## config.mk

```make
export PLATFORM = sky130hd
export DESIGN_NAME = bus_mux_arbiter_flat
export DESIGN_NICKNAME = d
export VERILOG_FILES = /design/src/rtl/bus_mux_arbiter_if.sv /design/src/rtl/bus_mux_arbiter.sv /design/src/flat_wrapper.sv
export SDC_FILE = /design/constraint.sdc
export NUM_CORES = 1
export LEC_CHECK = 0
export ABC_AREA = 1
export CORE_MARGIN = 2
export CORE_UTILIZATION = 36
export CTS_BUF_LIST = sky130_fd_sc_hd__clkbuf_8
export DETAILED_ROUTE_END_ITERATION = 7
export GPL_TIMING_DRIVEN = 0
export PLACE_DENSITY = 0.92
export SLEW_MARGIN = 20
export SYNTH_ARGS = -nofsm -noshare
export SYNTH_HDL_FRONTEND = slang
export SYNTH_SLANG_ARGS = --single-unit
```

## constraint.sdc

```tcl
create_clock -name clk -period 1.9 [get_ports clk]
set_input_delay 0.19 -clock clk [delete_from_list [all_inputs] [get_ports clk]]
set_output_delay 0.19 -clock clk [all_outputs]
set_load 0.01 [all_outputs]
```

## src/rtl/bus_mux_arbiter_if.sv

```systemverilog
`default_nettype none
// ============================================================================
// Module      : bus_mux_arbiter_if
// Description : Request/grant handshake and shared-bus signals between two
//               requesters and the round-robin bus arbiter.
// Revision    : 1.0 - initial release
// ============================================================================
interface bus_mux_arbiter_if #(
  parameter int NR_OF_BITS = 32
);
  // Requester side
  logic                  req_0;
  logic                  req_1;
  logic                  last_0;
  logic                  last_1;
  logic [NR_OF_BITS-1:0] data_0;
  logic [NR_OF_BITS-1:0] data_1;

  // Arbiter side
  logic                  grant_0;
  logic                  grant_1;
  logic                  mux_enable;
  logic                  mux_sel;
  logic [NR_OF_BITS-1:0] mux_out;
  logic                  out_valid;

  // Requesters drive the handshake and observe the bus
  modport master (
    output req_0, req_1, last_0, last_1, data_0, data_1,
    input  grant_0, grant_1, mux_enable, mux_sel, mux_out, out_valid
  );

  // The arbiter observes the requesters and drives the bus controls
  modport slave (
    input  req_0, req_1, last_0, last_1, data_0, data_1,
    output grant_0, grant_1, mux_enable, mux_sel, mux_out, out_valid
  );
endinterface
`default_nettype wire

```

## src/rtl/bus_mux_arbiter.sv

```systemverilog
`default_nettype none
// ============================================================================
// Module      : bus_mux_arbiter
// Description : Two-requester round-robin arbiter owning the Enable/Sel
//               controls of a shared 2:1 mux, with bounded hold time and a
//               registered copy of the selected data word.
// Revision    : 1.0 - initial release
// ============================================================================
module bus_mux_arbiter #(
  parameter int NR_OF_BITS = 32,
  parameter int MAX_HOLD   = 8,   // >= 2
  parameter int CNT_BITS   = 3    // 2**CNT_BITS >= MAX_HOLD
) (
  input  logic               clk,
  input  logic               rst_n,
  bus_mux_arbiter_if.slave   bus
);

  typedef enum logic [1:0] {
    IDLE   = 2'd0,
    GRANT0 = 2'd1,
    GRANT1 = 2'd2
  } state_t;

  // Last count value of a grant; the owner is preempted here if contended
  localparam logic [CNT_BITS-1:0] C_HOLD_LAST = CNT_BITS'(MAX_HOLD - 1);

  state_t                r_state;
  state_t                w_state_next;
  logic                  r_rr_last;       // side that most recently released
  logic                  w_rr_last_next;
  logic [CNT_BITS-1:0]   r_hold_cnt;
  logic                  w_hold_expired;
  logic                  w_enable;
  logic                  w_sel;
  logic                  w_req_owner;
  logic [NR_OF_BITS-1:0] r_mux_out;
  logic                  r_out_valid;

  // Preemption uses the pre-increment count, giving exactly MAX_HOLD cycles
  assign w_hold_expired = (r_hold_cnt == C_HOLD_LAST);

  // Controls decode straight from the state register, so they are glitch-free
  assign w_enable    = (r_state != IDLE);
  assign w_sel       = (r_state == GRANT1);
  assign w_req_owner = w_sel ? bus.req_1 : bus.req_0;

  assign bus.grant_0    = (r_state == GRANT0);
  assign bus.grant_1    = (r_state == GRANT1);
  assign bus.mux_enable = w_enable;
  assign bus.mux_sel    = w_sel;
  assign bus.mux_out    = r_mux_out;
  assign bus.out_valid  = r_out_valid;

  // State, round-robin pointer and hold counter registers
  always_ff @(posedge clk or negedge rst_n) begin
    if (!rst_n) begin
      r_state    <= IDLE;
      r_rr_last  <= 1'b1;   // requester 0 wins the first tie
      r_hold_cnt <= '0;
    end else begin
      r_state   <= w_state_next;
      r_rr_last <= w_rr_last_next;
      if (w_state_next != r_state) begin
        r_hold_cnt <= '0;
      end else if (r_state != IDLE && !w_hold_expired) begin
        // Saturates rather than wraps so an uncontested owner keeps the bus
        r_hold_cnt <= r_hold_cnt + 1'b1;
      end
    end
  end

  // Next-state arbitration: tie-break in IDLE, release handling in GRANTx
  always_comb begin
    w_state_next   = r_state;
    w_rr_last_next = r_rr_last;
    case (r_state)
      IDLE: begin
        if (bus.req_0 && bus.req_1) begin
          w_state_next = r_rr_last ? GRANT0 : GRANT1;
        end else if (bus.req_0) begin
          w_state_next = GRANT0;
        end else if (bus.req_1) begin
          w_state_next = GRANT1;
        end
      end
      GRANT0: begin
        if (!bus.req_0 || bus.last_0 || (w_hold_expired && bus.req_1)) begin
          w_rr_last_next = 1'b0;
          // Hand over directly when the other side waits: no idle bubble
          w_state_next   = bus.req_1 ? GRANT1 : IDLE;
        end
      end
      GRANT1: begin
        if (!bus.req_1 || bus.last_1 || (w_hold_expired && bus.req_0)) begin
          w_rr_last_next = 1'b1;
          w_state_next   = bus.req_0 ? GRANT0 : IDLE;
        end
      end
      default: begin
        w_state_next = IDLE;
      end
    endcase
  end

  // Registered shared-bus data: one cycle behind the mux controls
  always_ff @(posedge clk or negedge rst_n) begin
    if (!rst_n) begin
      r_mux_out   <= '0;
      r_out_valid <= 1'b0;
    end else begin
      r_mux_out   <= w_enable ? (w_sel ? bus.data_1 : bus.data_0) : '0;
      r_out_valid <= w_enable & w_req_owner;
    end
  end

endmodule
`default_nettype wire

```

## src/flat_wrapper.sv

```systemverilog
// flat-port wrapper written by rule: the top's interface ports become plain ports
module bus_mux_arbiter_flat 
#(
  parameter int NR_OF_BITS = 32,
  parameter int MAX_HOLD   = 8,          
  parameter int CNT_BITS   = 3                              
)
  (clk, rst_n, bus_req_0, bus_req_1, bus_last_0, bus_last_1, bus_data_0, bus_data_1, bus_grant_0, bus_grant_1, bus_mux_enable, bus_mux_sel, bus_mux_out, bus_out_valid);
  bus_mux_arbiter_if #(.NR_OF_BITS(NR_OF_BITS)) bus_i ();
  input  logic clk;
  input  logic rst_n;
  input wire logic [$bits(bus_i.req_0)-1:0] bus_req_0;
  input wire logic [$bits(bus_i.req_1)-1:0] bus_req_1;
  input wire logic [$bits(bus_i.last_0)-1:0] bus_last_0;
  input wire logic [$bits(bus_i.last_1)-1:0] bus_last_1;
  input wire logic [$bits(bus_i.data_0)-1:0] bus_data_0;
  input wire logic [$bits(bus_i.data_1)-1:0] bus_data_1;
  output wire logic [$bits(bus_i.grant_0)-1:0] bus_grant_0;
  output wire logic [$bits(bus_i.grant_1)-1:0] bus_grant_1;
  output wire logic [$bits(bus_i.mux_enable)-1:0] bus_mux_enable;
  output wire logic [$bits(bus_i.mux_sel)-1:0] bus_mux_sel;
  output wire logic [$bits(bus_i.mux_out)-1:0] bus_mux_out;
  output wire logic [$bits(bus_i.out_valid)-1:0] bus_out_valid;
  assign bus_i.req_0 = bus_req_0;
  assign bus_i.req_1 = bus_req_1;
  assign bus_i.last_0 = bus_last_0;
  assign bus_i.last_1 = bus_last_1;
  assign bus_i.data_0 = bus_data_0;
  assign bus_i.data_1 = bus_data_1;
  assign bus_grant_0 = bus_i.grant_0;
  assign bus_grant_1 = bus_i.grant_1;
  assign bus_mux_enable = bus_i.mux_enable;
  assign bus_mux_sel = bus_i.mux_sel;
  assign bus_mux_out = bus_i.mux_out;
  assign bus_out_valid = bus_i.out_valid;
  bus_mux_arbiter #(.NR_OF_BITS(NR_OF_BITS), .MAX_HOLD(MAX_HOLD), .CNT_BITS(CNT_BITS)) u_core (.clk(clk), .rst_n(rst_n), .bus(bus_i));
endmodule
```

# Yosys cells after proc, flatten, opt, wreduce, memory -nomap -nowiden
# Cells that the tools add are included.
# word_totals
register_bits,39
latch_bits,0
ramBits,0
romBits,0
in_bits,70
wordCells,46
mem_count,0
# op_classes
addsub,1
multipliers,0
div_mod_pow,0
order_cmp,0
eq_ne,6
shifts,0
muxes,17
n_bitwise,1
reduce_logical,16
# ops
op,count
32-bit two-way mux,2
2-bit two-way mux,7
3-bit two-way mux,2
2-bit case mux with 3 select lines,1
2-bit nonzero test,3
1-bit logical AND,4
1-bit logical OR,4
1-bit two-way mux,4
"3-bit by 1-bit adder with 3-bit output, second input constant",1
"3-bit == test, second input constant",1
1-bit zero test,3
3-bit AND reduction,1
"2-bit by 1-bit == test with 1-bit output, second input constant",1
"2-bit == test, second input constant",1
2-bit zero test,1
"2-bit by 1-bit inequality test with 1-bit output, second input constant",1
2-bit inequality test,1
"2-bit inequality test, second input constant",1
1-bit case mux with 2 select lines,1
1-bit bitwise AND,1

# Logic depth before layout (Yosys ltp)
# Gate-level depths: netlist of the first run.
# depth
depth_word,7
ltp_mapped,9
mapped_depth_nobuf,9

# Worst setup path after synthesis of the first run
# No wires, ideal clock.
# synth_timing
path_kind,reg2reg
from,register u_core.r_hold_cnt[0]
to,register u_core.r_hold_cnt[1]
setup_ns,0.071
t_arrival_ns,1.321
required_time_ns,1.829
path_slack_ns,0.507
path_stages_with_launch,8
n_path_buf,1
cell_sequence,dfrtp_1 ha_1 ha_1 or2_0 buf_2 o21ai_1 inv_1 nor2_1
# synth_between
elab_chain_cells,7
elab_cells_between_ends,15
# synth_lines
element,line_no,source
from (decl),bus_mux_arbiter.sv:32,logic [CNT_BITS-1:0] r_hold_cnt;
from (signal assigned),bus_mux_arbiter.sv:68,r_hold_cnt <= r_hold_cnt + 1'b1;
3-bit == test,bus_mux_arbiter.sv:41,assign w_hold_expired = (r_hold_cnt == C_HOLD_LAST);
1-bit logical AND (on tied branches),"bus_mux_arbiter.sv:95, bus_mux_arbiter.sv:88",
1-bit logical OR (on tied branches),"bus_mux_arbiter.sv:95, bus_mux_arbiter.sv:88",
2-bit two-way mux (on tied branches),"bus_mux_arbiter.sv:95, bus_mux_arbiter.sv:88",
2-bit case mux with 3 select lines,bus_mux_arbiter.sv:77,case (r_state)
2-bit inequality test,bus_mux_arbiter.sv:64,if (w_state_next != r_state) begin
3-bit two-way mux / 2-bit nonzero test (equally long branches),--,
# Several ways; a longest one is shown, not always the timed one. The select of a mux whose other input is x is not followed.
# A chain may end at the register's enable or synchronous reset.

# Worst setup path in the final report of the first run
# layout_timing
from,register u_core.r_state[0]
to,output bus_mux_sel
# layout_between
elab_chain_cells,1
# layout_lines
element,line_no,source
from (decl),bus_mux_arbiter.sv:28,state_t r_state;
from (signal assigned),bus_mux_arbiter.sv:62,r_state <= w_state_next;
2-bit == test,bus_mux_arbiter.sv:45,assign w_sel = (r_state == GRANT1);
to (decl),flat_wrapper.sv:21,output wire logic [$bits(bus_i.mux_sel)-1:0] bus_mux_sel;
# No other way between the ends.

==> results of run 1 <==
[worst reg2reg max path: cells and delay by family (launching register included)]
| kind | cells | cell delay (ns) |
|---|---|---|
| fa+ha+maj | 2 | 0.43 |
| flops | 1 | 0.40 |
| simple gates | 2 | 0.33 |
| buf+inv | 2 | 0.20 |
| compound gates | 1 | 0.13 |
[cell usage in the layout, fill, tap and decap left out]
cell type	Yosys	layout
clkdlybuf4s50_1	0	103
dfrtp_1	38	38
a22o_1	32	32
nand2_1	16	15
inv_1	11	12
nor2_1	8	7
nand3_1	6	6
buf_4	5	5
clkbuf_8	0	5
clkbuf_1	3	3
inv_2	2	2
buf_2	1	2
o21ai_1	2	2
ha_1	2	2
bufinv_16	0	2
dlygate4sd2_1	0	2
nand2_2	0	1
buf_6	0	1
nor2_2	0	1
nor2_4	1	1
o211ai_1	1	1
o22ai_1	1	1
or2_0	1	1
a21boi_0	1	1
xor2_1	1	1
o21ai_0	1	1
dlygate4sd3_1	0	1
buf_16	0	1
dfstp_2	1	1
[where the power goes]
group | total, uW | switching [uW] | internal (uW)
Clock | 815 | 295 | 520
Sequential | 1300 | 124 | 1180
Combinational | 1940 | 842 | 1100
[sequential cells by signal (all words and copies together) (netlist names)]
name                  flops
u_core.bus.mux_out       32
u_core.r_hold_cnt         3
u_core.r_state            2
u_core.bus.out_valid      1
u_core.r_rr_last          1
[cell families (layout without fill, tap and decap cells)]
logic type,count (synthesis),in the layout
XOR/XNOR,1,1
adder cells (fa/ha/maj),2,2
AND/OR/NAND/NOR,32,32
AO/OA/AOI/OAI,38,38
buffers and inverters,22,139
flip-flops,39,39
[repair_timing]
item,CTS,global route
pin swaps,0,0
endpoints found under the hold margin,12,0
hold buffers,1,0
endpoints found under the setup margin,2,1
setup buffers,1,0
gates resized for setup,4,1
[worst paths after layout]
path                                       from                     end  slack, ns
min in group clk               u_core.r_rr_last        u_core.r_rr_last       0.49
min                                       rst_n   u_core.bus.mux_out[6]       0.36
max in group asynchronous                 rst_n  u_core.bus.mux_out[26]       1.08
max                           u_core.r_state[0]             bus_mux_sel       0.09
max reg2reg                u_core.r_hold_cnt[0]    u_core.r_hold_cnt[1]       0.34
min reg2reg                    u_core.r_rr_last        u_core.r_rr_last       0.49
[per-layer routing]
metal | global-route usage, % | routed length [um] | vias up
met5 | 0 | 0 | -
met4 | 6.84 | 69 | 0
met3 | 5.19 | 312 | 6
met2 | 40.0 | 2730 | 67
met1 | 19.6 | 1730 | 704
li1 | - | - | 694
[metrics by stage]
step / instance area (um2) / setup slack [ns] / util (%) / power [uW]
after floorplan: 1570 / 0.507 / - / 2190
after global placement: 2690 / -0.219 / 65.9 / 3170
after detailed placement: 2710 / -0.0238 / 66.4 / 3250
after CTS: 2870 / 0.0349 / 70.2 / 4080
after global routing: 2870 / 0.0168 / 70.2 / 4270
final: 2870 / 0.0924 / 70.2 / 4060
[cell type report]
class                      count  area, um2  share of cell area [%]
clock inverter                 3       63.8                    2.22
tap                           50       62.6                    2.18
multi-input combinational     73        493                    17.2
inverter                      13       48.8                    1.70
clock buffer                   5       68.8                    2.40
buffer                         9       57.6                    2.01
sequential                    39        977                    34.0
timing repair buffer         109       1100                    38.3
==> results.sh, run 1 <==
export IMPL_status="complete, no violations"
export IMPL_cts_root_buf="clkbuf_8"
export IMPL_syn_nets=206
export IMPL_clock_latency_ns=0.29
export IMPL_finalCriticalPeriod_ns=1.81
export IMPL_rsz0062_at_grt="false"
export IMPL_maxCapViolCount=0
export IMPL_slew_headroom_pct=68.8
export IMPL_cts_sinks=39
export IMPL_max_freq_ghz=0.553
export IMPL_ys_top_cells_by_count="dfrtp_1 (38), a22o_1 (32), nand2_1 (16)"
export IMPL_route_detailed_drc=0
export IMPL_overflow=0
export IMPL_ir_worst_vdd_mv=0.652
export IMPL_hold_ws_ns=0.355
export IMPL_finalSetupTns_ns=0
export IMPL_die_area_mm2=0.00490
export IMPL_area_growth_pct=83.1
export IMPL_crit_family="buffers and inverters"
export IMPL_fin_cells=301
export IMPL_wl_per_cell_um=16.1
export IMPL_numCtsBuffers=5
export IMPL_place_inst=291
export IMPL_yosys_top_cells_area="dfrtp_1 (61%), a22o_1 (18%), nand2_1 (3.8%), inv_1 (2.6%), buf_4 (2.4%)"
export IMPL_syn_area_mm2=0.00157
export IMPL_cp_slowest_cell="dfrtp_1"
export IMPL_hpwlAfterDp_um=3670
export IMPL_drt_vias_per_instance=4.89
export IMPL_synthAdderAreaFrac_pct=1.60
export IMPL_cp_data_arrival_time_ns=1.62
export IMPL_yosysUniqueCellTypes=20
export IMPL_firstDrtPassIters=4
export IMPL_fillCellCount=296
export IMPL_drt_wl_total_um=4840
export IMPL_synth_seq_area_share_pct=62.3
export IMPL_final_setup_viol_count=0
export IMPL_drive_above_1_share_pct=8.76
export IMPL_die_h_um=70.0
export IMPL_r2r_cells=7
export IMPL_ioPinCount=107
export IMPL_synth_area_mux_share_pct=0
export IMPL_port_buffers=106
export IMPL_antenna_found_initial=0
export IMPL_endpoint_kind="output port"
export IMPL_criticalPathCategory="reg2out"
export IMPL_grt_pass1_wl_um=7510
export IMPL_yosys_area_share_simple_pct=8.78
export IMPL_synth_seq_cells=39
export IMPL_core_area_mm2=0.00409
export IMPL_ys_flop_type="dfrtp_1"
export IMPL_drtAntennaViolNets=0
export IMPL_power_density_mw_per_mm2=1410
export IMPL_cp_required_ns=1.71
export IMPL_hold_viol=0
export IMPL_synthXorXnorAreaFrac_pct=0.559
export IMPL_p_leak_uw=0.00132
export IMPL_drt_iter0_drc=35
export IMPL_finalMaxSlewViolations=0
export IMPL_path_buf_inv=6
export IMPL_final_setup_skew_ns=0.00793
export IMPL_critPathLaunchType="register"
export IMPL_rows=23
export IMPL_hold_path_class="in2async"
export IMPL_finalCritPeriodShare_pct=95.1
export IMPL_cts_tree="done"
export IMPL_grt_max_degree=27
export IMPL_max_stage_delay_ns=0.37
export IMPL_synthArstFlopShare_pct=100
export IMPL_yosysWarnings=0
export IMPL_synth_top_cell_by_area="dfrtp_1"
export IMPL_cts_buffer_depth=2
export IMPL_worst_slew_pin_slew_ns=0.468
export IMPL_start_util_pct=38.4
export IMPL_path_clk_slew_ns=0.08
export IMPL_synth_compound_area_share_pct=20.2
export IMPL_synthCells=134
export IMPL_insertedDiodeCount=0
export IMPL_path_cells="buf_4 > inv_2 > nand2_2 > inv_2 > buf_6 > buf_4 > dlygate4sd2_1"
export IMPL_synth_avg_cell_area_um2=11.7
export IMPL_synth_top_family_by_area="compound AO/OA/AOI/OAI gates"
export IMPL_place_congestion=0.762
export IMPL_yosysTopAreaCellShare_pct=60.7
export IMPL_crit_path_max_fanout=11
export IMPL_synth_most_common_cell="dfrtp_1"
export IMPL_htreeDepth=2
export IMPL_grt_pass1_vias=1573
export IMPL_path_depth=7
export IMPL_die_w_um=70.0
export IMPL_synth_edf_count=0
export IMPL_grt_use_total_pct=20.1
export IMPL_vias=1471
export IMPL_nets=322
No activity file was read; power rests on OpenSTA's default activity.
==> run 2, diff against run 1 <==
--- a/config.mk
+++ b/config.mk
@@ -6,7 +6,6 @@
 export NUM_CORES = 1
 export LEC_CHECK = 0
 export ABC_AREA = 1
-export CORE_MARGIN = 2
 export CORE_UTILIZATION = 36
 export CTS_BUF_LIST = sky130_fd_sc_hd__clkbuf_8
 export DETAILED_ROUTE_END_ITERATION = 7
==> results.sh, run 2 (same netlist as run 1, synthesis figures left out) <==
export IMPL_max_freq_ghz=0.562
export IMPL_insertedDiodeCount=0
export IMPL_route_detailed_drc=0
export IMPL_p_switching_uw=1250
export IMPL_numCtsBuffers=5
export IMPL_die_area_mm2=0.00462
export IMPL_grt_use_total_pct=20.2
export IMPL_largest_reg_flops=32
export IMPL_finalWorstSetupSlack_ns=0.121
export IMPL_area_growth_pct=81.3
export IMPL_power_total_uw=3950
export IMPL_overflow=0
export IMPL_final_setup_skew_ns=0.00559
export IMPL_sequentialPowerShare_pct=32.7
export IMPL_grt_pass1_vias=1465
export IMPL_grt_max_degree=27
export IMPL_cts_sinks=39
export IMPL_hold_viol=0
export IMPL_place_congestion=0.828
export IMPL_rsz0062_at_grt="false"
export IMPL_rows=23
export IMPL_hold_path_class="in2async"
export IMPL_slew_headroom_pct=67.7
export IMPL_finalMaxSlewViolations=0
export IMPL_drt_wl_total_um=4750
export IMPL_finalCriticalPeriod_ns=1.78
export IMPL_antenna_found_initial=0
export IMPL_path_clk_slew_ns=0.08
export IMPL_ir_worst_vdd_mv=0.576
export IMPL_power_density_mw_per_mm2=1390
export IMPL_fin_cells=301
export IMPL_grt_pass1_wl_um=6690
export IMPL_drive_above_1_share_pct=9.56
export IMPL_clock_latency_ns=0.29
export IMPL_place_inst=291
export IMPL_p_int_uw=2700
export IMPL_final_cell_mix="clkdlybuf4s50_1 (103), dfrtp_1 (38), a22o_1 (32)"
export IMPL_worst_slew_pin_slew_ns=0.484
export IMPL_die_w_um=68.0
export IMPL_htreeDepth=2
export IMPL_cts_root_buf="clkbuf_8"
export IMPL_maxCapViolCount=0
export IMPL_port_buffers=106
export IMPL_crit_path_max_fanout=7
export IMPL_power_frac_clock_pct=18.0
export IMPL_cts_buffer_depth=2
export IMPL_drt_vias_per_instance=4.84
export IMPL_hpwlAfterDp_um=3570
export IMPL_cp_required_ns=1.71
export IMPL_p_leak_uw=0.00131
export IMPL_cp_data_arrival_time_ns=1.59
export IMPL_layout_commonest_cell="clkdlybuf4s50_1"
export IMPL_firstDrtPassIters=6
export IMPL_start_util_pct=38.4
export IMPL_ioPinCount=107
export IMPL_pre_cts_slack_ns=0.0235
export IMPL_finish_utilization_pct=69.6
export IMPL_vias=1457
export IMPL_core_area_mm2=0.00409
export IMPL_endpoint_kind="output port"
export IMPL_criticalPathCategory="reg2out"
export IMPL_nets=322
export IMPL_wl_per_cell_um=15.8
export IMPL_cts_tree="done"
export IMPL_finalCritPeriodShare_pct=93.6
export IMPL_final_setup_viol_count=0
export IMPL_die_h_um=68.0
export IMPL_p_sw_share_pct=31.7
export IMPL_drt_iter0_drc=49
export IMPL_drtAntennaViolNets=0
export IMPL_status="complete, no violations"
export IMPL_power_share_combinational_pct=49.3
export IMPL_critPathLaunchType="register"
## run 2: layer usage
metal | routed length (um) | up-vias | global-route usage [%]
met3 | 326 | 7 | 3.83
met4 | 94 | 0 | 9.64
li1 | - | 694 | -
met1 | 1640 | 698 | 20.5
met5 | 0 | - | 0
met2 | 2690 | 58 | 39.0
## run 2: worst paths after layout
path	from	end	slack (ns)	cells past startpoint
setup / recovery	u_core.r_state[0]	bus_grant_0	0.12	4
hold / removal	rst_n	u_core.bus.mux_out[27]	0.34	2
setup reg to reg	u_core.r_hold_cnt[0]	u_core.r_hold_cnt[0]	0.37	9
hold reg to reg	u_core.r_rr_last	u_core.r_rr_last	0.52	2
max in group asynchronous	rst_n	u_core.r_rr_last	1.04	3
min in group clk	bus_data_1[28]	u_core.bus.mux_out[28]	0.50	2
## run 2: through the flow
stage               setup TNS, ns  instance area (um2)  hold slack (ns)
global placement            -9.26                 2690            0.485
detailed placement              0                 2710            0.119
CTS                             0                 2840            0.347
floorplan                       0                 1570           -0.106
finish                          0                 2840            0.338
global route                    0                 2840            0.363
## run 2: repair_timing
item	4_1_cts	5_1_grt
setup endpoints to repair	2	1
pin swaps	0	0
buffers inserted	1	0
gates cloned	0	0
hold buffers	1	0
resized for setup	3	2
endpoints found under the hold margin	13	0
## run 2: worst max-delay path, stage by stage (launching register included)
cell	delay, ns
dfrtp_1	0.33
buf_4	0.15
inv_2	0.08
nor2_2	0.17
clkdlybuf4s50_1	0.58
## run 2: final cells by class
cell class,count,area (um2)
clock buffers,6,82.6
inverters,13,48.8
multi-input cells,73,493
well taps,50,62.6
fillers,315,1240
plain buffers,9,53.8
clock inverters,2,35.0
flip-flops and latches,39,977
repair buffers,109,1090
## run 2: power groups by stage
stage               Sequential, uW  Clock [uW]  Combinational (uW)
CTS                           1290         731                1950
global placement              1290           0                1870
floorplan                     1470           0                 718
global route                  1330         759                2120
finish                        1290         711                1950
detailed placement            1300           0                1930
